**src/rtl/text_loader_if.sv**
```systemverilog
// Byte-stream sink and data-memory write port of the text loader.
interface text_loader_if;
   localparam int unsigned DATA_W = 8;
   localparam int unsigned ADDR_W = 8;
   localparam int unsigned WORD_W = 32;

   logic              in_valid;
   logic [DATA_W-1:0] in_data;
   logic              in_last;
   logic              in_ready;
   logic              mem_we;
   logic [ADDR_W-1:0] mem_address;
   logic [WORD_W-1:0] mem_wdata;

   modport slave (
      input  in_valid, in_data, in_last,
      output in_ready, mem_we, mem_address, mem_wdata
   );

   modport master (
      output in_valid, in_data, in_last,
      input  in_ready, mem_we, mem_address, mem_wdata
   );
endinterface

```
**src/rtl/text_loader.sv**
```systemverilog
// Packs an incoming byte stream big-endian into 32-bit words and writes them
// to the data memory starting at BASE_ADDR, reporting count, done and overflow.
module text_loader #(
   parameter logic [7:0]  BASE_ADDR = 8'h00,
   parameter int unsigned MAX_BYTES = 256
) (
   input  logic          clk,
   input  logic          rst,
   input  logic          start,
   text_loader_if.slave  bus,
   output logic          busy,
   output logic          done,
   output logic [8:0]    byte_count,
   output logic          overflow
);

   localparam int unsigned ADDR_W  = 8;
   localparam int unsigned WORD_W  = 32;
   localparam int unsigned CNT_W   = 9;
   localparam int unsigned LANE_W  = 2;

   typedef enum logic [1:0] {
      IDLE    = 2'd0,
      COLLECT = 2'd1,
      WRITE   = 2'd2,
      DONE    = 2'd3
   } state_e;

   state_e              state_q, state_d;
   logic [WORD_W-1:0]   word_q, word_d;
   logic [LANE_W-1:0]   lane_q, lane_d;
   logic [ADDR_W-1:0]   addr_q, addr_d;
   logic [CNT_W-1:0]    count_q, count_d;
   logic                last_q, last_d;
   logic                done_q, done_d;
   logic                ovf_q, ovf_d;
   logic                in_ready_q, in_ready_d;
   logic                busy_q, busy_d;
   logic                mem_we_q, mem_we_d;

   always_ff @(posedge clk or posedge rst) begin
      if (rst) begin
         state_q    <= IDLE;
         word_q     <= '0;
         lane_q     <= '0;
         addr_q     <= '0;
         count_q    <= '0;
         last_q     <= 1'b0;
         done_q     <= 1'b0;
         ovf_q      <= 1'b0;
         in_ready_q <= 1'b0;
         busy_q     <= 1'b0;
         mem_we_q   <= 1'b0;
      end else begin
         state_q    <= state_d;
         word_q     <= word_d;
         lane_q     <= lane_d;
         addr_q     <= addr_d;
         count_q    <= count_d;
         last_q     <= last_d;
         done_q     <= done_d;
         ovf_q      <= ovf_d;
         in_ready_q <= in_ready_d;
         busy_q     <= busy_d;
         mem_we_q   <= mem_we_d;
      end
   end

   always_comb begin
      state_d = state_q;
      word_d  = word_q;
      lane_d  = lane_q;
      addr_d  = addr_q;
      count_d = count_q;
      last_d  = last_q;
      done_d  = done_q;
      ovf_d   = ovf_q;

      unique case (state_q)
         IDLE, DONE: begin
            if (start) begin
               state_d = COLLECT;
               word_d  = '0;
               lane_d  = '0;
               addr_d  = BASE_ADDR;
               count_d = '0;
               last_d  = 1'b0;
               done_d  = 1'b0;
               ovf_d   = 1'b0;
            end
         end
         COLLECT: begin
            if (bus.in_valid && in_ready_q) begin
               unique case (lane_q)
                  2'd0: word_d[31:24] = bus.in_data;
                  2'd1: word_d[23:16] = bus.in_data;
                  2'd2: word_d[15:8]  = bus.in_data;
                  2'd3: word_d[7:0]   = bus.in_data;
               endcase
               lane_d  = LANE_W'(lane_q + 2'd1);
               count_d = CNT_W'(count_q + 9'd1);
               last_d  = bus.in_last;
               if (lane_q == 2'd3 || bus.in_last) begin
                  state_d = WRITE;
               end
            end
         end
         WRITE: begin
            // A final byte wins over a simultaneous capacity hit: no overflow then.
            if (last_q) begin
               state_d = DONE;
               done_d  = 1'b1;
            end else if (count_q == CNT_W'(MAX_BYTES)) begin
               state_d = DONE;
               done_d  = 1'b1;
               ovf_d   = 1'b1;
            end else begin
               state_d = COLLECT;
               addr_d  = ADDR_W'(addr_q + 8'd4);
               lane_d  = '0;
               word_d  = '0;
            end
         end
         default: state_d = IDLE;
      endcase

      // Outputs are registered, decoded from the state being entered.
      in_ready_d = (state_d == COLLECT);
      busy_d     = (state_d == COLLECT) || (state_d == WRITE);
      mem_we_d   = (state_d == WRITE);
   end

   assign bus.in_ready    = in_ready_q;
   assign bus.mem_we      = mem_we_q;
   assign bus.mem_address = addr_q;
   assign bus.mem_wdata   = word_q;
   assign busy            = busy_q;
   assign done            = done_q;
   assign byte_count      = count_q;
   assign overflow        = ovf_q;

endmodule

```
**src/flat_wrapper.sv**
```systemverilog
// flat-port wrapper written by rule: the top's interface ports become plain ports
module text_loader_flat 
#(
   parameter logic [7:0]  BASE_ADDR = 8'h00,
   parameter int unsigned MAX_BYTES = 256
)
  (clk, rst, start, busy, done, byte_count, overflow, bus_in_valid, bus_in_data, bus_in_last, bus_in_ready, bus_mem_we, bus_mem_address, bus_mem_wdata);
  text_loader_if bus_i ();
  input  logic clk;
  input  logic rst;
  input  logic start;
  output logic busy;
  output logic done;
  output logic [8:0] byte_count;
  output logic overflow;
  input wire logic [$bits(bus_i.in_valid)-1:0] bus_in_valid;
  input wire logic [$bits(bus_i.in_data)-1:0] bus_in_data;
  input wire logic [$bits(bus_i.in_last)-1:0] bus_in_last;
  output wire logic [$bits(bus_i.in_ready)-1:0] bus_in_ready;
  output wire logic [$bits(bus_i.mem_we)-1:0] bus_mem_we;
  output wire logic [$bits(bus_i.mem_address)-1:0] bus_mem_address;
  output wire logic [$bits(bus_i.mem_wdata)-1:0] bus_mem_wdata;
  assign bus_i.in_valid = bus_in_valid;
  assign bus_i.in_data = bus_in_data;
  assign bus_i.in_last = bus_in_last;
  assign bus_in_ready = bus_i.in_ready;
  assign bus_mem_we = bus_i.mem_we;
  assign bus_mem_address = bus_i.mem_address;
  assign bus_mem_wdata = bus_i.mem_wdata;
  text_loader #(.BASE_ADDR(BASE_ADDR), .MAX_BYTES(MAX_BYTES)) u_core (.clk(clk), .rst(rst), .start(start), .bus(bus_i), .busy(busy), .done(done), .byte_count(byte_count), .overflow(overflow));
endmodule
```
**config.mk**
```make
export PLATFORM = sky130hd
export DESIGN_NAME = text_loader_flat
export DESIGN_NICKNAME = d
export VERILOG_FILES = /design/src/rtl/text_loader_if.sv /design/src/rtl/text_loader.sv /design/src/flat_wrapper.sv
export SDC_FILE = /design/constraint.sdc
export NUM_CORES = 1
export LEC_CHECK = 0
export ABC_AREA = 1
export CORE_MARGIN = 2
export CORE_UTILIZATION = 46
export CTS_CLUSTER_SIZE = 14
export DETAILED_ROUTE_END_ITERATION = 6
export PLACE_DENSITY = 0.81
export SETUP_SLACK_MARGIN = 0.4
export SLEW_MARGIN = 20
export SYNTH_ARGS = -nofsm -noshare
export SYNTH_HDL_FRONTEND = slang
export SYNTH_SLANG_ARGS = --single-unit
```
**constraint.sdc**
```tcl
create_clock -name clk -period 1.9 [get_ports clk]
set_clock_uncertainty 0.05 [all_clocks]
set_input_delay 0.57 -clock clk [delete_from_list [all_inputs] [get_ports clk]]
set_output_delay 0.57 -clock clk [all_outputs]
set_load 0.005 [all_outputs]
```
==> flow_metrics.py, run 1 <==
metrics = {
    "final_layout": {
        "final_cell_mix": "nand2_1, buf_4, dfrtp_1",
        "layout_commonest_cell": "nand2_1",
        "final_cells": 561,
        "diodes": 0,
        "stdcell_area_um2": 4580,
        "nNetsFinal": 502,
        "final_core_util_pct": 72.6,
        "fillers": 438,
        "layout-drive-gt1-share_pct": 47.5,
        "syn_to_final_growth_pct": 53.4,
    },
    "placed_design": {
        "port_buffers": 64,
        "placed_area_um2": 3800,
        "dp_cells": 485,
        "routabilityCongestion": 0.804,
        "dp_hpwl_mm": 4.98,
    },
    "clock_tree": {
        "cts_num_sinks": 57,
        "cts_buffers": 9,
        "cts_max_level": 3,
        "clockBufferDepth": 2,
        "clk_latency_ns": 0.35,
        "clkTransAtPathRegs_ns": 0.07,
        "hold_buffers": 0,
        "cts_tree": "built",
        "clock-root-buffer": "clkbuf_8",
    },
    "pwr": {
        "total_power_uw": 8760,
        "vdd_drop_max_mv": 1.05,
        "power_leakage_uw": 0.00245,
        "p_per_area_nw_per_um2": 1910,
    },
    "synth": {
        "seq_area_frac_synth_pct": 47.7,
        "syn_inst": 340,
        "yosysWarnings": 0,
        "synth.distinct_cells": 33,
        "yosysTopAreaCell": "dfrtp_1",
        "avgSynthCellArea_um2": 8.79,
        "synth_edf_count": 0,
        "syn_area_um2": 2990,
        "synthTopCellsByArea": "dfrtp_1, nand2_1, nand3_1",
        "synth-async-reset-ratio_pct": 100,
        "synth_top_flop_cell": "dfrtp_1",
        "synth_top_area_share_pct": 47.7,
        "ys_seq_elements": 57,
    },
    "worst_hold_path": {
        "min_path_type": "reg2reg",
        "hold_path_end": "u_core.bus.mem_wdata[4]",
        "holdPathStages": 2,
        "min-delay-start": "u_core.bus.mem_wdata[4]",
    },
    "grt": {
        "grt_pass1_vias": 2879,
        "grt.overflow.total": 0,
        "grt_use_met3_pct": 4.13,
        "grt_pass1_wl_mm": 13.2,
        "antenna_found_initial": 0,
        "grt.total_usage_pct": 23.4,
        "grt_util_met1_pct": 29.1,
        "grt-busiest-layer": "met2",
        "grt_use_met2_pct": 39.9,
        "grt_start_max_net_pins": 58,
    },
    "setup_path": {
        "rr_worst_depth": 11,
        "reg2reg_setup_slack_ns": 0.18,
        "rr_endpoint": "u_core.busy",
        "cp-end-kind": "flop",
        "worst_ep_arrival_time_ns": 1.91,
        "crit_type": "reg2reg",
        "r2r-start": "u_core.lane_q[0]",
        "cp_max_fo": 4,
        "cp-start-kind": "flop",
        "required_ns": 2.10,
    },
    "drt": {
        "drt-total-wl_mm": 9.10,
        "postRouteAntennaNets": 0,
        "wl_per_cell_um": 16.2,
        "drc": 0,
        "drtIter0Drc": 160,
        "dr.pass1.iters": 5,
        "vias": 2927,
        "vias_per_cell": 5.22,
    },
    "timing": {
        "rsz0062_at_grt": "yes",
        "max_freq_mhz": 582,
        "setup_violations": 0,
        "finalHoldViolCount": 0,
        "fin_crit_sh_pct": 90.4,
        "layout_min_cycle_time_ns": 1.72,
        "final_max_slew_viol_count": 0,
        "fin_tns_setup_ns": 0,
    },
    "die": {
        "die_h_um": 84.6,
        "die_area_um2": 7160,
        "start_util_pct": 47.3,
        "io_pins": 67,
        "fp.dieW_um": 84.6,
        "rows": 29,
        "core_area_um2": 6310,
    },
    "outcome": {
        "status": "complete, no violations",
    },
    "job": {
        "drv_cap": 0,
    },
}
## worst max path at each step
stage                                    start                        to  slack (ns)  cells past startpoint
after global placement                   start  u_core.bus.mem_wdata[25]       -0.07                      8
after global routing          u_core.lane_q[0]               u_core.busy        0.12                     11
after detailed placement                 start  u_core.bus.mem_wdata[25]       -0.12                      8
final                         u_core.lane_q[0]               u_core.busy        0.18                     11
after CTS                 u_core.byte_count[0]               u_core.busy        0.23                     11
after floorplan              u_core.state_q[1]  u_core.bus.mem_wdata[28]        0.38                     10
## cell type report
| cell class | instances | area [um2] | area share, % |
|---|---|---|---|
| Timing Repair inverter | 1 | 8.76 | 0.191 |
| Inverter | 42 | 189 | 4.12 |
| Clock inverter | 5 | 103 | 2.24 |
| Tap cell | 77 | 96.3 | 2.10 |
| Timing Repair Buffer | 134 | 1050 | 22.9 |
| Multi-Input combinational cell | 234 | 1570 | 34.1 |
| Clock buffer | 11 | 141 | 3.08 |
| Sequential cell | 57 | 1430 | 31.2 |
## kinds of logic after synthesis
group                    synth area share [%]
AND/OR/NAND/NOR                          31.6
flip-flops                               47.7
buffers and inverters                    8.71
AO/OA/AOI/OAI                            7.08
adder cells (fa/ha/maj)                  4.19
XOR/XNOR                                0.586
other                                   0.126
## what timing repair did
| action | in CTS | in global routing |
|---|---|---|
| pin swaps | 12 | 18 |
| hold endpoints to repair | 0 | 0 |
| gates cloned | 1 | 2 |
| buffers inserted | 41 | 16 |
| endpoints found under the setup margin | 106 | 77 |
| gates resized for setup | 249 | 46 |
## through the flow
stage / hold WS, ns / setup WS, ns
CTS: 0.423 / 0.230
detailed placement: 0.415 / -0.119
global route: 0.455 / 0.119
floorplan: 0.415 / 0.376
finish: 0.424 / 0.182
global placement: 0.406 / -0.0678
## metal layers
metal  wire (um)  up-vias
li1            -     1356
met2        4660      119
met5           0        -
met1        3690     1422
met4         280        0
met3         472       30
## registers in the layout, indices dropped and copies added, names as in the netlist
| name | cells |
|---|---|
| u_core.bus.mem_wdata | 32 |
| u_core.byte_count | 9 |
| u_core.bus.mem_address | 6 |
| u_core.lane_q | 2 |
| u_core.state_q | 2 |
| u_core.bus.in_ready | 1 |
| u_core.bus.mem_we | 1 |
| u_core.busy | 1 |
| u_core.done | 1 |
| u_core.last_q | 1 |
| u_core.overflow | 1 |
## critical path, cell delays in order, from the launching register on
cell and delay [ns]:
dfrtp_1 0.42, ha_2 0.19, inv_2 0.07, nand2_1 0.07
nand2_1 0.08, nand2_1 0.07, nand2_1 0.09, nand3_2 0.09
nand2_2 0.09, nand2_1 0.06, ha_1 0.28, inv_1 0.04
## cell usage after synthesis (all sizes together) (2+ instances only)
master and number:
buf 9, nor2 19, dfrtp 57, nand3 41, nand4 3, a21oi 7, nand2 119, xor2 2
ha 10, inv 42, o21ai 23
## report_power, final
part	leakage (uW)	internal, uW	switching [uW]
Sequential	0.000747	1610	241
Clock	0.000120	905	520
Combinational	0.00158	2470	3020
Note: power is estimated with default switching activity, not from simulation.
==> run 2: changes to the inputs <==
--- a/config.mk
+++ b/config.mk
@@ -6,13 +6,13 @@
 export NUM_CORES = 1
 export LEC_CHECK = 0
 export ABC_AREA = 1
+export CORE_ASPECT_RATIO = 0.75
 export CORE_MARGIN = 2
 export CORE_UTILIZATION = 46
 export CTS_CLUSTER_SIZE = 14
 export DETAILED_ROUTE_END_ITERATION = 6
 export PLACE_DENSITY = 0.81
 export SETUP_SLACK_MARGIN = 0.4
-export SLEW_MARGIN = 20
 export SYNTH_ARGS = -nofsm -noshare
 export SYNTH_HDL_FRONTEND = slang
 export SYNTH_SLANG_ARGS = --single-unit
==> flow_metrics.py, run 2 (synthesis results as in run 1) <==
metrics = {
    "outcome": {
        "status": "complete, no violations",
    },
    "setup_path": {
        "crit_type": "reg2reg",
        "required_ns": 2.08,
        "critPathTopFamily": "flip-flops",
        "path_common_cell": "inv_2",
        "worst-path-stages": 10,
        "crit_chain": "inv_2 -> ha_4 -> inv_2 -> nand2_2 -> nand3_4 -> inv_6 -> buf_6 -> nand3_1 -> nand2_1 -> a21oi_2",
        "r2r-start": "u_core.state_q[0]",
        "rr_worst_depth": 10,
        "worst_ep_arrival_time_ns": 1.86,
        "cp.buffers_inverters": 4,
        "cp-end-kind": "flop",
        "cp-start-kind": "flop",
        "cp_max_fo": 4,
        "max_stage_delay_ns": 0.42,
        "startpoint": "u_core.state_q[0]",
        "slowest_stage": "dfrtp_2",
    },
    "final_layout": {
        "final_core_util_pct": 70.9,
        "largest_register_ffs": 32,
        "layout_commonest_cell": "nand2_1",
        "final_cells": 560,
        "syn_to_final_growth_pct": 49.2,
        "final_cell_mix": "nand2_1, dfrtp_1, buf_2",
        "nNetsFinal": 497,
        "diodes": 0,
        "layout-drive-gt1-share_pct": 47.4,
    },
    "clock_tree": {
        "cts_num_sinks": 57,
        "clockBufferDepth": 2,
        "clk_latency_ns": 0.34,
        "clkTransAtPathRegs_ns": 0.07,
        "clock-root-buffer": "clkbuf_8",
        "cts_buffers": 9,
        "cts_tree": "built",
        "cts_max_level": 3,
    },
    "drt": {
        "postRouteAntennaNets": 0,
        "drc": 0,
        "drt-total-wl_mm": 8.38,
        "dr.pass1.iters": 4,
        "drtIter0Drc": 170,
        "wl_per_cell_um": 15.0,
        "vias_per_cell": 5.10,
        "vias": 2858,
    },
    "timing": {
        "rsz0062_at_grt": "yes",
        "fin_tns_setup_ns": 0,
        "setup_ws_ns": 0.213,
        "max_freq_mhz": 593,
        "finalHoldViolCount": 0,
        "final_max_slew_viol_count": 0,
        "layout_min_cycle_time_ns": 1.69,
        "fin_crit_sh_pct": 88.8,
        "setup_violations": 0,
    },
    "pwr": {
        "power_leakage_uw": 0.00239,
        "total_power_uw": 8130,
        "comb_power_share_pct": 61.5,
        "vdd_drop_max_mv": 0.773,
        "power.switching_uw": 3530,
        "p_seq_share_pct": 22.8,
        "swShare_pct": 43.4,
        "clockPowerShare_pct": 15.7,
        "p_per_area_nw_per_um2": 1820,
        "internal_power_uw": 4600,
    },
    "worst_hold_path": {
        "holdPathStages": 2,
        "min-delay-start": "u_core.bus.mem_wdata[20]",
        "min_path_type": "reg2reg",
    },
    "die": {
        "rows": 25,
        "die_h_um": 73.8,
        "fp.dieW_um": 97.1,
        "die_area_um2": 7160,
        "io_pins": 67,
        "start_util_pct": 47.5,
        "core_area_um2": 6290,
    },
    "grt": {
        "grt_pass1_vias": 2634,
        "grt_start_max_net_pins": 58,
        "grt.total_usage_pct": 22.6,
        "antenna_found_initial": 0,
        "grt_pass1_wl_mm": 12.6,
        "grt.overflow.total": 0,
    },
    "job": {
        "drv_cap": 0,
    },
    "placed_design": {
        "port_buffers": 64,
        "dp_hpwl_mm": 4.96,
        "pre_cts_slack_ns": -0.133,
        "routabilityCongestion": 0.811,
        "dp_cells": 494,
    },
}
[run 2: area by class of cell]
type                    count  area [um2]
clock buffers              11         141
clock inverters             5        78.8
fillers                   442        1830
inverters                  42         186
multi-input cells         234        1540
flip-flops and latches     57        1430
well taps                  81         101
repair buffers            130         980
[run 2: worst paths after layout]
check	end	slack (ns)
setup / recovery	u_core.byte_count[2]	0.21
hold reg to reg	u_core.bus.mem_wdata[20]	0.42
min in group asynchronous	u_core.bus.mem_address[7]	0.62
setup reg to reg	u_core.byte_count[2]	0.21
hold / removal	u_core.bus.mem_wdata[20]	0.42
max in group asynchronous	u_core.byte_count[6]	0.89
[run 2: stage by stage]
step / hold slack, ns / area, um2
after floorplan: 0.415 / 3020
after CTS: 0.421 / 4170
after global routing: 0.451 / 4460
after global placement: 0.407 / 3810
after detailed placement: 0.410 / 3810
final: 0.424 / 4460
[run 2: metal layers]
layer	GRT usage (%)	up-vias	wire, um
met3	3.71	19	497
met2	37.6	110	4170
met1	30.5	1376	3500
met5	0	-	0
met4	8.29	0	209
li1	-	1353	-
[run 2: worst min-delay path: cells and delay by family (launching register included)]
kind	cells	cell delay, ns
simple gates	2	0.11
flops	1	0.34
[run 2: power groups by stage]
stage,Combinational (uW),Sequential (uW),Clock (uW)
2_1_floorplan,2400,1870,0
3_3_place_gp,3660,1880,0
3_5_place_dp,3790,1890,0
4_1_cts,4150,1840,1290
5_1_grt,5410,1890,1340
6_report,4990,1850,1280
[run 2: timing repair]
action	in CTS	in global routing
hold buffers	0	0
cloned	1	0
pin swaps	13	35
buffers inserted	34	15
endpoints found under the setup margin	107	78
gates resized for setup	244	50
